$ cat src/rtl/enclave_pkg.sv
// Shared enclave datapath definitions: default LWE parameters, FSM state type
// and the decode shift helper used by the decryption path.
package enclave_pkg;

  localparam int PLAINTEXT_MODULUS  = 64;
  localparam int PLAINTEXT_WIDTH    = 6;
  localparam int CIPHERTEXT_MODULUS = 1024;
  localparam int CIPHERTEXT_WIDTH   = 10;
  localparam int DIMENSION          = 10;

  typedef enum logic {
    ACCUM = 1'b0,
    OUT   = 1'b1
  } dec_state_e;

  function automatic int decode_shift(input int cw, input int pw);
    return cw - pw;
  endfunction

endpackage

$ cat src/rtl/decrypt_if.sv
// Ciphertext-in / plaintext-out stream bundle for the decryption unit.
interface decrypt_if
  import enclave_pkg::*;
#(
  parameter int CW = CIPHERTEXT_WIDTH,
  parameter int PW = PLAINTEXT_WIDTH
) ();

  logic          ct_valid;
  logic          ct_ready;
  logic [CW-1:0] ct_elem;
  logic [CW-1:0] sk_elem;
  logic          pt_valid;
  logic          pt_ready;
  logic [PW-1:0] plaintext;

  // master drives ciphertext and consumes plaintext; slave is the decrypt unit
  modport master (
    output ct_valid, ct_elem, sk_elem, pt_ready,
    input  ct_ready, pt_valid, plaintext
  );

  modport slave (
    input  ct_valid, ct_elem, sk_elem, pt_ready,
    output ct_ready, pt_valid, plaintext
  );

endinterface

$ cat src/rtl/decrypt_mac.sv
// Combinational modular multiply-accumulate: sum = (acc + a*b) mod 2^CW.
module decrypt_mac
  import enclave_pkg::*;
#(
  parameter int CW = CIPHERTEXT_WIDTH
) (
  input  logic [CW-1:0] acc,
  input  logic [CW-1:0] a,
  input  logic [CW-1:0] b,
  output logic [CW-1:0] sum
);

  logic [2*CW-1:0] prod;

  // only the low CW bits of the product survive the mod 2^CW reduction
  assign prod = a * b;
  assign sum  = acc + prod[CW-1:0];

endmodule

$ cat src/rtl/decrypt.sv
// Streaming LWE decryption: accumulates <ct, sk> mod q and decodes the top bits.
// Define DECRYPT_ROUND_EN for round-to-nearest decode; default is truncation.
module decrypt
  import enclave_pkg::*;
#(
  parameter int PLAINTEXT_MODULUS  = enclave_pkg::PLAINTEXT_MODULUS,
  parameter int PLAINTEXT_WIDTH    = $clog2(PLAINTEXT_MODULUS),
  parameter int CIPHERTEXT_MODULUS = enclave_pkg::CIPHERTEXT_MODULUS,
  parameter int CIPHERTEXT_WIDTH   = $clog2(CIPHERTEXT_MODULUS),
  parameter int DIMENSION          = enclave_pkg::DIMENSION
) (
  input  logic      clk,
  input  logic      rst_n,
  decrypt_if.slave  bus
);

  localparam int CW    = CIPHERTEXT_WIDTH;
  localparam int PW    = PLAINTEXT_WIDTH;
  localparam int S     = decode_shift(CW, PW);
  localparam int IDX_W = $clog2(DIMENSION + 1);

  localparam logic [IDX_W-1:0] LAST_IDX   = IDX_W'(DIMENSION);
  localparam logic [CW-1:0]    ROUND_BIAS = CW'(1) << (S - 1);

  dec_state_e       state_q, state_d;
  logic [IDX_W-1:0] idx_q, idx_d;
  logic [CW-1:0]    acc_q, acc_d;
  logic [PW-1:0]    pt_q, pt_d;
  logic [CW-1:0]    mac_sum;
  logic [CW-1:0]    dec_val;

  decrypt_mac #(.CW(CW)) u_mac (
    .acc (acc_q),
    .a   (bus.ct_elem),
    .b   (bus.sk_elem),
    .sum (mac_sum)
  );

`ifdef DECRYPT_ROUND_EN
  // adding half an output step wraps values just below q back to zero
  assign dec_val = mac_sum + ROUND_BIAS;
`else
  assign dec_val = mac_sum;
`endif

  always_comb begin
    state_d = state_q;
    idx_d   = idx_q;
    acc_d   = acc_q;
    pt_d    = pt_q;
    unique case (state_q)
      ACCUM: begin
        if (bus.ct_valid) begin
          acc_d = mac_sum;
          idx_d = idx_q + IDX_W'(1);
          if (idx_q == LAST_IDX) begin
            pt_d    = dec_val[CW-1:S];
            idx_d   = '0;
            acc_d   = '0;
            state_d = OUT;
          end
        end
      end
      OUT: begin
        if (bus.pt_ready) state_d = ACCUM;
      end
      default: state_d = ACCUM;
    endcase
  end

  always_ff @(posedge clk or negedge rst_n) begin
    if (!rst_n) begin
      state_q <= ACCUM;
      idx_q   <= '0;
      acc_q   <= '0;
      pt_q    <= '0;
    end else begin
      state_q <= state_d;
      idx_q   <= idx_d;
      acc_q   <= acc_d;
      pt_q    <= pt_d;
    end
  end

  assign bus.ct_ready  = (state_q == ACCUM);
  assign bus.pt_valid  = (state_q == OUT);
  assign bus.plaintext = pt_q;

endmodule

$ cat src/flat_wrapper.sv
// flat-port wrapper written by rule: the top's interface ports become plain ports
module decrypt_flat import enclave_pkg::*;
#(
  parameter int PLAINTEXT_MODULUS  = enclave_pkg::PLAINTEXT_MODULUS,
  parameter int PLAINTEXT_WIDTH    = $clog2(PLAINTEXT_MODULUS),
  parameter int CIPHERTEXT_MODULUS = enclave_pkg::CIPHERTEXT_MODULUS,
  parameter int CIPHERTEXT_WIDTH   = $clog2(CIPHERTEXT_MODULUS),
  parameter int DIMENSION          = enclave_pkg::DIMENSION
)
  (clk, rst_n, bus_ct_valid, bus_ct_elem, bus_sk_elem, bus_pt_ready, bus_ct_ready, bus_pt_valid, bus_plaintext);
  decrypt_if #(.CW((10)), .PW((6))) bus_i ();
  input  logic clk;
  input  logic rst_n;
  input wire logic [$bits(bus_i.ct_valid)-1:0] bus_ct_valid;
  input wire logic [$bits(bus_i.ct_elem)-1:0] bus_ct_elem;
  input wire logic [$bits(bus_i.sk_elem)-1:0] bus_sk_elem;
  input wire logic [$bits(bus_i.pt_ready)-1:0] bus_pt_ready;
  output wire logic [$bits(bus_i.ct_ready)-1:0] bus_ct_ready;
  output wire logic [$bits(bus_i.pt_valid)-1:0] bus_pt_valid;
  output wire logic [$bits(bus_i.plaintext)-1:0] bus_plaintext;
  assign bus_i.ct_valid = bus_ct_valid;
  assign bus_i.ct_elem = bus_ct_elem;
  assign bus_i.sk_elem = bus_sk_elem;
  assign bus_i.pt_ready = bus_pt_ready;
  assign bus_ct_ready = bus_i.ct_ready;
  assign bus_pt_valid = bus_i.pt_valid;
  assign bus_plaintext = bus_i.plaintext;
  decrypt #(.PLAINTEXT_MODULUS(PLAINTEXT_MODULUS), .PLAINTEXT_WIDTH(PLAINTEXT_WIDTH), .CIPHERTEXT_MODULUS(CIPHERTEXT_MODULUS), .CIPHERTEXT_WIDTH(CIPHERTEXT_WIDTH), .DIMENSION(DIMENSION)) u_core (.clk(clk), .rst_n(rst_n), .bus(bus_i));
endmodule
$ cat config.mk
export PLATFORM = sky130hd
export DESIGN_NAME = decrypt_flat
export DESIGN_NICKNAME = d
export VERILOG_FILES = /design/src/rtl/enclave_pkg.sv /design/src/rtl/decrypt_if.sv /design/src/rtl/decrypt_mac.sv /design/src/rtl/decrypt.sv /design/src/flat_wrapper.sv
export SDC_FILE = /design/constraint.sdc
export NUM_CORES = 1
export LEC_CHECK = 0
export CORE_MARGIN = 4
export CORE_UTILIZATION = 45
export DETAILED_ROUTE_END_ITERATION = 6
export PLACE_DENSITY = 0.67
export SLEW_MARGIN = 30
export SYNTH_ARGS = -nofsm -noshare
export SYNTH_HDL_FRONTEND = slang
export SYNTH_HIERARCHICAL = 1
export SYNTH_SLANG_ARGS = --single-unit
$ cat constraint.sdc
create_clock -name clk -period 6.5 [get_ports clk]
set_input_delay 0.65 -clock clk [delete_from_list [all_inputs] [get_ports clk]]
set_output_delay 0.65 -clock clk [all_outputs]
set_load 0.05 [all_outputs]
## Word level (Yosys, flattened, before mapping)

Cells that the tools add are included.
Widths: inputs -> output; s select.

- Flip-flop bits (word level): 21
- Word-level logic and storage cells: 17
- Input port bits: 24

- Reductions and logical operators: 2
- Bitwise logic cells: 1
- Equality and inequality tests: 1
- Add/sub/neg operators: 2
- Mux-type cells: 6
- Multipliers: 1

Operator list:

| kind | number |
|---|---|
| $add 10x10->10 | 1 |
| $mul 10x10->10 | 1 |
| $mux 10 | 1 |
| $add 4x1->4 const B | 1 |
| $eq 4x4->1 const B | 1 |
| $mux 4 | 1 |
| $mux 1 | 3 |
| $reduce_and 3->1 | 1 |
| $pmux 1 s2 | 1 |
| $reduce_and 2->1 | 1 |
| $not 1->1 | 1 |

## Logic depth before layout (Yosys ltp)

Gate-level depths: netlist (run 1).

- Depth after elaboration: 4
- Mapped depth: 18

## Hierarchy

Netlist (run 1), hierarchy kept.

By module, submodules not included:

| module | cells each | area each (um^2) | instances |
|---|---|---|---|
| decrypt_mac | 199 | 1689.1 | 1 |
| decrypt | 60 | 869.6 | 1 |

## Worst setup path after synthesis (run 1)

No wires, ideal clock.

- Path type: in2reg
- From: input bus_sk_elem[1]
- To: register u_core.pt_q[5] (netlist: u_core/bus.plaintext[5])
- Arrival: 4.549 ns
- Slack: 1.826 ns
- Library setup time: 0.125 ns
- Buffers on the path: 1
- Cell stages on the path: 15
- Cell sequence: clkbuf_2 > nand2_1 > fa_1 > inv_1 > fa_1 > fa_1 > fa_1 > inv_1 > fa_1 > inv_1 > ha_1 > or4_1 > a31oi_1 > xnor2_1 > mux2_4

- Cells in the longest elaborated chain, start to end: 2

RTL lines:

| element | RTL line | RTL |
|---|---|---|
| start, declared | flat_wrapper.sv:16 | `input wire logic [$bits(bus_i.sk_elem)-1:0] bus_sk_elem;` |
| $mul 10x10->10 | decrypt_mac.sv:16 | `assign prod = a * b;` |
| $add 10x10->10 | decrypt_mac.sv:17 | `assign sum = acc + prod[CW-1:0];` |
| named net u_core.dec_val[9] | decrypt.sv:30 | `logic [CW-1:0] dec_val;` |
| end signal, assigned | decrypt.sv:81 | `pt_q <= pt_d;` |
| end, declared | decrypt.sv:28 | `logic [PW-1:0] pt_q, pt_d;` |

The timed path passes the listed nets, and every way through them passes these cells.
A chain may end at the register's enable or synchronous reset.

## Worst setup path after layout (run 1)

- From: input bus_sk_elem[3]
- To: register u_core.pt_q[5] (netlist: u_core/bus.plaintext[5])

Same word-level chain as after synthesis.

==> metrics, run 1 <==
status=complete, no violations; Antenna Diode Count=0; VDD IR max=0.320 mV; Die Y=83.4 µm; first-pass GRT wire length=9.18 mm; vias in the first global route=1966; clock slew at reported path FFs=0.08 ns; WP data required=6.65 ns; fraction of layout cells with a size suffix above 1=0.0588; Mapped Avg Cell Area=9.88 µm²; library cells used by synthesis=31; Root Driver=clkbuf_8; Yosys reg bits=21; Worst R2R Start=u_core/acc_q[5]$_DFFE_PN0P_; Max-cap violations=0; Power, Total=1.39 mW; Worst-Skew Late Latency=0.26 ns; initial antenna violation count=0; fin crit share=0.803; Mapped Cells=259; Crit Reg-Reg Endpoint=u_core/bus.plaintext[5]$_DFFE_PN0P_; pin count of the biggest net entering global routing=22; Arr. time, crit path=5.37 ns; Post-CTS Repair Setup Buffers=0; Final Util=0.540; post-route cell area=2970 µm²; RSZ-0062 raised after global routing=false; synthesized area=2560 µm²; starting density of the core=0.465; Clock Skew=0.00303 ns; cts bufs inserted=3; Post-Synth XOR/XNOR Area=0.0890; Core Box Area=5510 µm²; number of cell rows=27; Leak=1.45 nW; Placer Congestion=0.806; Final HPWL DP=4.05 mm; CTS tree=done; HP Class=in -> async; Max Root-Sink Buffers=2; nets@finish=372; net count after synthesis=341; Setup-failing EPs final=0; Seq/Total Area, Yosys=0.205; Critical Path Start Type=input port; Setup crit end kind=flip-flop; Seq pwr share=0.179; worst-case reg-to-reg path depth=11; Post-Synth Adder-Cell Area=0.372; setup_tns=0 ns; Via Count=1757; Internal=0.743 mW; IO Port Bufs=31; Synth Area in Simple Gates=0.142; remaining antenna violation count=0; Post-DP Area=2930 µm²; Sink Count=21; Max Fclk=192 MHz; Fin. Hold Viols=0; Clock Power Share=0.062; GRT Residual Overflow=0; final setup margin=1.28 ns; WL/cell=13.5 µm; top cell type by total area after synthesis=fa_1; vias per cell=4.87; H-tree lvl count=1; die area=6960 µm²; flop2flop setup slack=2.91 ns; placed cell count=357; combinational power share=0.759; commonest non-fill, non-tap cell in the layout=inv_1; Final min period=5.22 ns; switching pwr=0.651 mW; filler instances=504; Synth top area share=0.235; Post-Place Setup Slack=0.997 ns; most frequent cells in the layout=inv_1 (47), nand2_1 (37), clkdlybuf4s50_1 (30), fa_1 (30), ha_1 (28); I/O pins=32; final instance count without filler cells=361; switch share=0.467; cts repair resizes=0; Max FO, Critical Path=7; Syn. warnings=6; DRT Wirelength=4.89 mm; chip width=83.4 µm; CTS hold repair buffers=0; CP Class=in -> reg; Pwr Density=469 nW/µm²; All-Layer GR Usage=0.158; multiplexer share of the synthesized area=0.0293; TritonRoute pass-1 iters=5; Synth Area in Compound Gates=0.0822; largest family of logic cells by synthesized area=adder cells; Layout area overhead=16.1%; Initial DRC Count=32; drc violations=0; hold slack=0.340 ns; Slew Limit Fails=0; Worst-Margin Slew=0.544 ns; synth top area cells=fa_1 (23%), dfrtp_1 (21%), ha_1 (14%); Slew headroom=0.637
Yosys cell counts:
cell type  instances
mux2_4             2
xor2_1             5
fa_1              30
o21ai_0            5
a21oi_1            1
mux2_2             4
a21o_1             2
a22o_1            11
inv_1             47
or4_1              1
and2b_2            1
nor2b_1            3
a211o_2            1
nand2_1           37
clkbuf_2           2
buf_4              2
nand2b_1           4
nor2_1             2
clkbuf_1           1
o2bb2ai_1          1
a31oi_1            2
a21oi_2            1
nand3_1            2
nand4_4            1
xnor2_1           21
a31oi_4            1
and2_1            18
nor2b_4            1
dfrtp_1           21
o21a_1             1
ha_1              28
worst max-delay path by stage:
stage	startpoint	end	slack (ns)	depth (start not counted)
3_5_place_dp	bus_sk_elem[1]	u_core/bus.plaintext[5]$_DFFE_PN0P_	1.0	15
5_1_grt	bus_sk_elem[3]	u_core/bus.plaintext[5]$_DFFE_PN0P_	1.03	15
6_report	bus_sk_elem[3]	u_core/bus.plaintext[5]$_DFFE_PN0P_	1.28	15
4_1_cts	bus_sk_elem[1]	u_core/bus.plaintext[5]$_DFFE_PN0P_	1.26	15
3_3_place_gp	bus_sk_elem[1]	u_core/bus.plaintext[5]$_DFFE_PN0P_	1.00	15
2_1_floorplan	bus_sk_elem[1]	u_core/bus.plaintext[5]$_DFFE_PN0P_	1.83	15
layer usage:
layer  track usage  vias up  share of wire
met3        0.0228        7          0.040
met2         0.244       34           0.44
li1              -      877              -
met5             0        -              0
met1         0.232      839           0.51
met4        0.0371        0          0.011
final cells by class:
class | count | area, µm² | area share
clock buffers | 3 | 41.3 | 0.0139
multi-input cells | 186 | 1830 | 0.615
clock inverters | 1 | 5.00 | 0.00168
inverters | 47 | 176 | 0.0594
repair buffers | 31 | 305 | 0.103
flip-flops and latches | 21 | 526 | 0.177
well taps | 72 | 90.1 | 0.0303
cell families (layout without fill, tap and decap cells):
| group | Yosys count | in the layout |
|---|---|---|
| compound gates | 26 | 26 |
| buf+inv | 52 | 82 |
| fa+ha+maj | 58 | 58 |
| flops | 21 | 21 |
| simple gates | 70 | 70 |
| xor+xnor | 26 | 26 |
| mux | 6 | 6 |
registers in the layout, summed over array words and instances (netlist names):
signal	count
u_core/bus.plaintext	6
u_core/idx_q	4
u_core/bus.pt_valid	1
u_core/acc_q	10
critical path, cell delays in order:
cell             delay, ns
clkdlybuf4s50_1       0.63
nand2_1               0.13
fa_1                  0.55
inv_1                 0.05
fa_1                  0.43
fa_1                  0.49
fa_1                  0.51
inv_1                 0.06
fa_1                  0.53
inv_1                 0.04
ha_1                  0.21
or4_1                 0.47
a31oi_1               0.23
xnor2_1               0.11
mux2_4                0.28
power by group through the flow:
| stage | registers (mW) | clock network (mW) | logic, mW |
|---|---|---|---|
| 2_1_floorplan | 0.294 | 0 | 0.805 |
| 3_3_place_gp | 0.252 | 0 | 1.05 |
| 3_5_place_dp | 0.251 | 0 | 1.06 |
| 4_1_cts | 0.250 | 0.0902 | 1.08 |
| 5_1_grt | 0.258 | 0.0965 | 1.21 |
| 6_report | 0.249 | 0.0865 | 1.06 |
(Power assumes the default switching activity.)
==> inputs of run 2 (changes only) <==
--- a/config.mk
+++ b/config.mk
@@ -8,7 +8,7 @@
 export CORE_MARGIN = 4
 export CORE_UTILIZATION = 45
 export DETAILED_ROUTE_END_ITERATION = 6
-export PLACE_DENSITY = 0.67
+export PLACE_DENSITY = 0.69
 export SLEW_MARGIN = 30
 export SYNTH_ARGS = -nofsm -noshare
 export SYNTH_HDL_FRONTEND = slang
==> constraint.sdc (replaced) <==
create_clock -name clk -period 4.45 [get_ports clk]
set_input_delay 0.445 -clock clk [delete_from_list [all_inputs] [get_ports clk]]
set_output_delay 0.445 -clock clk [all_outputs]
set_load 0.05 [all_outputs]
==> metrics, run 2 (synthesized netlist as in run 1, its figures left out) <==
nets@finish=401 (+7.8%); Slew headroom=0.625 (-0.0117); remaining antenna violation count=0 (unchanged); clock slew at reported path FFs=0.08 ns (about the same); Max Root-Sink Buffers=2 (unchanged); H-tree lvl count=1 (unchanged); chip width=83.4 µm (unchanged); DRT Wirelength=5.36 mm (+9.7%); hold slack=0.133 ns (-0.207 ns); final instance count without filler cells=390 (+8.0%); filler instances=466 (-7.5%); Sink Count=21 (unchanged); Setup-failing EPs final=0 (unchanged); Placer Congestion=0.840 (+4.1%); Worst-Margin Slew=0.562 ns (+0.0187 ns); CP Class=in -> reg; Die Y=83.4 µm (unchanged); Post-Place Setup Slack=-0.759 ns (-1.76 ns); cts bufs inserted=3 (unchanged); commonest non-fill, non-tap cell in the layout=inv_1; placed cell count=386 (+8.1%); IO Port Bufs=31 (unchanged); Worst-Skew Late Latency=0.26 ns (about the same); fraction of layout cells with a size suffix above 1=0.261 (+0.202); Final min period=4.33 ns; Crit path top cell by count=fa_1; Critical Path Start Type=input port; die area=6960 µm² (unchanged); post-route cell area=3250 µm² (+9.5%); TritonRoute pass-1 iters=4 (-1); Post-DP Area=3150 µm² (+7.4%); WL/cell=13.7 µm (+1.6%); Biggest register=u_core/acc_q; setup_tns=0 ns (unchanged); Fin. Hold Viols=0 (unchanged); final setup margin=0.120 ns (-1.16 ns); GRT Residual Overflow=0 (unchanged); status=complete, no violations; VDD IR max=0.725 mV (+130%); vias in the first global route=2093 (+6.5%); Leak=1.60 nW (+11%); HP Class=in -> async; vias per cell=4.78 (-1.9%); CP max stage cell=fa_1; crit path cell chain=buf_4 -> nand2_2 -> fa_1 -> inv_1 -> fa_2 -> fa_1 -> fa_1 -> inv_1 -> fa_1 -> inv_1 -> ha_2 -> or4_4 -> a31oi_4 -> xnor2_2 -> mux2_4; Via Count=1863 (+6.0%); CP peak stage delay=0.54 ns (-0.09 ns); initial antenna violation count=0 (unchanged); Pwr Density=741 nW/µm² (+58%); pin count of the biggest net entering global routing=22 (unchanged); starting density of the core=0.465 (unchanged); Final HPWL DP=4.35 mm (+7.6%); Clock Skew=0.00314 ns (+0.000105 ns); Root Driver=clkbuf_8; Setup crit end kind=flip-flop; number of cell rows=27 (unchanged); All-Layer GR Usage=0.168 (+0.0105); most frequent cells in the layout=inv_1 (46), nand2_1 (30), buf_4 (29); Arr. time, crit path=4.48 ns (-0.89 ns); WP data required=4.60 ns (-2.05 ns); Max FO, Critical Path=7 (unchanged); fin crit share=0.973; drc violations=0 (unchanged); Core Box Area=5510 µm² (unchanged); Largest register FFs=10 (unchanged); first-pass GRT wire length=9.82 mm (+7.0%); Max Fclk=231 MHz; I/O pins=32 (unchanged); Slew Limit Fails=0 (unchanged); Layout area overhead=27.2%; CTS tree=done; Initial DRC Count=40 (+25%); Antenna Diode Count=0 (unchanged); Max-cap violations=0 (unchanged)
## run 2: area by class of cell
| type | count | area, µm² | area share |
|---|---|---|---|
| Inverter | 47 | 176 | 0.0542 |
| Sequential cell | 21 | 526 | 0.161 |
| Multi-Input combinational cell | 186 | 1940 | 0.596 |
| Timing Repair Buffer | 60 | 478 | 0.147 |
| Tap cell | 72 | 90.1 | 0.0277 |
| Clock buffer | 4 | 45.0 | 0.0138 |
## run 2: critical path: cells and delay by family
kind | cells | cell delay, ns
AO/OA/AOI/OAI | 1 | 0.19
XOR/XNOR | 1 | 0.09
buffers and inverters | 4 | 0.33
AND/OR/NAND/NOR | 2 | 0.56
multiplexers | 1 | 0.27
adder cells (fa/ha/maj) | 6 | 2.60
## run 2: final timing paths
check	from	end	slack (ns)	depth (start not counted)
hold reg to reg	u_core/bus.plaintext[0]$_DFFE_PN0P_	u_core/bus.plaintext[0]$_DFFE_PN0P_	0.51	1
max in group asynchronous	rst_n	u_core/acc_q[7]$_DFFE_PN0P_	4.00	1
hold / removal	rst_n	u_core/bus.plaintext[0]$_DFFE_PN0P_	0.13	1
setup / recovery	bus_sk_elem[3]	u_core/bus.plaintext[5]$_DFFE_PN0P_	0.12	15
min in group clk	u_core/bus.plaintext[0]$_DFFE_PN0P_	u_core/bus.plaintext[0]$_DFFE_PN0P_	0.51	1
setup reg to reg	u_core/acc_q[5]$_DFFE_PN0P_	u_core/bus.plaintext[5]$_DFFE_PN0P_	0.96	11
## run 2: routing by layer
metal	wire length, µm	GRT usage
met1	2580	0.237
met2	2520	0.271
met3	238	0.0298
met4	24	0.0357
met5	0	0
## run 2: repair_timing
action                     4_1_cts  5_1_grt
cloned                           0        0
buffers inserted                 0        0
pin swaps                       14       17
setup endpoints to repair        8        4
resized for setup               43       46
hold buffers                     0        0
## run 2: per-stage QoR
stage | total power, mW | util
after global placement | 2.08 | 0.572
after CTS | 2.28 | 0.581
final | 2.41 | 0.591
after global routing | 2.68 | 0.591
after floorplan | 1.61 | -
after detailed placement | 2.11 | 0.572
## run 2: where the power goes
| part | internal [mW] | switching (mW) |
|---|---|---|
| Combinational | 0.983 | 0.937 |
| Clock | 0.0638 | 0.0623 |
| Sequential | 0.287 | 0.0763 |
| Total | 1.33 | 1.08 |
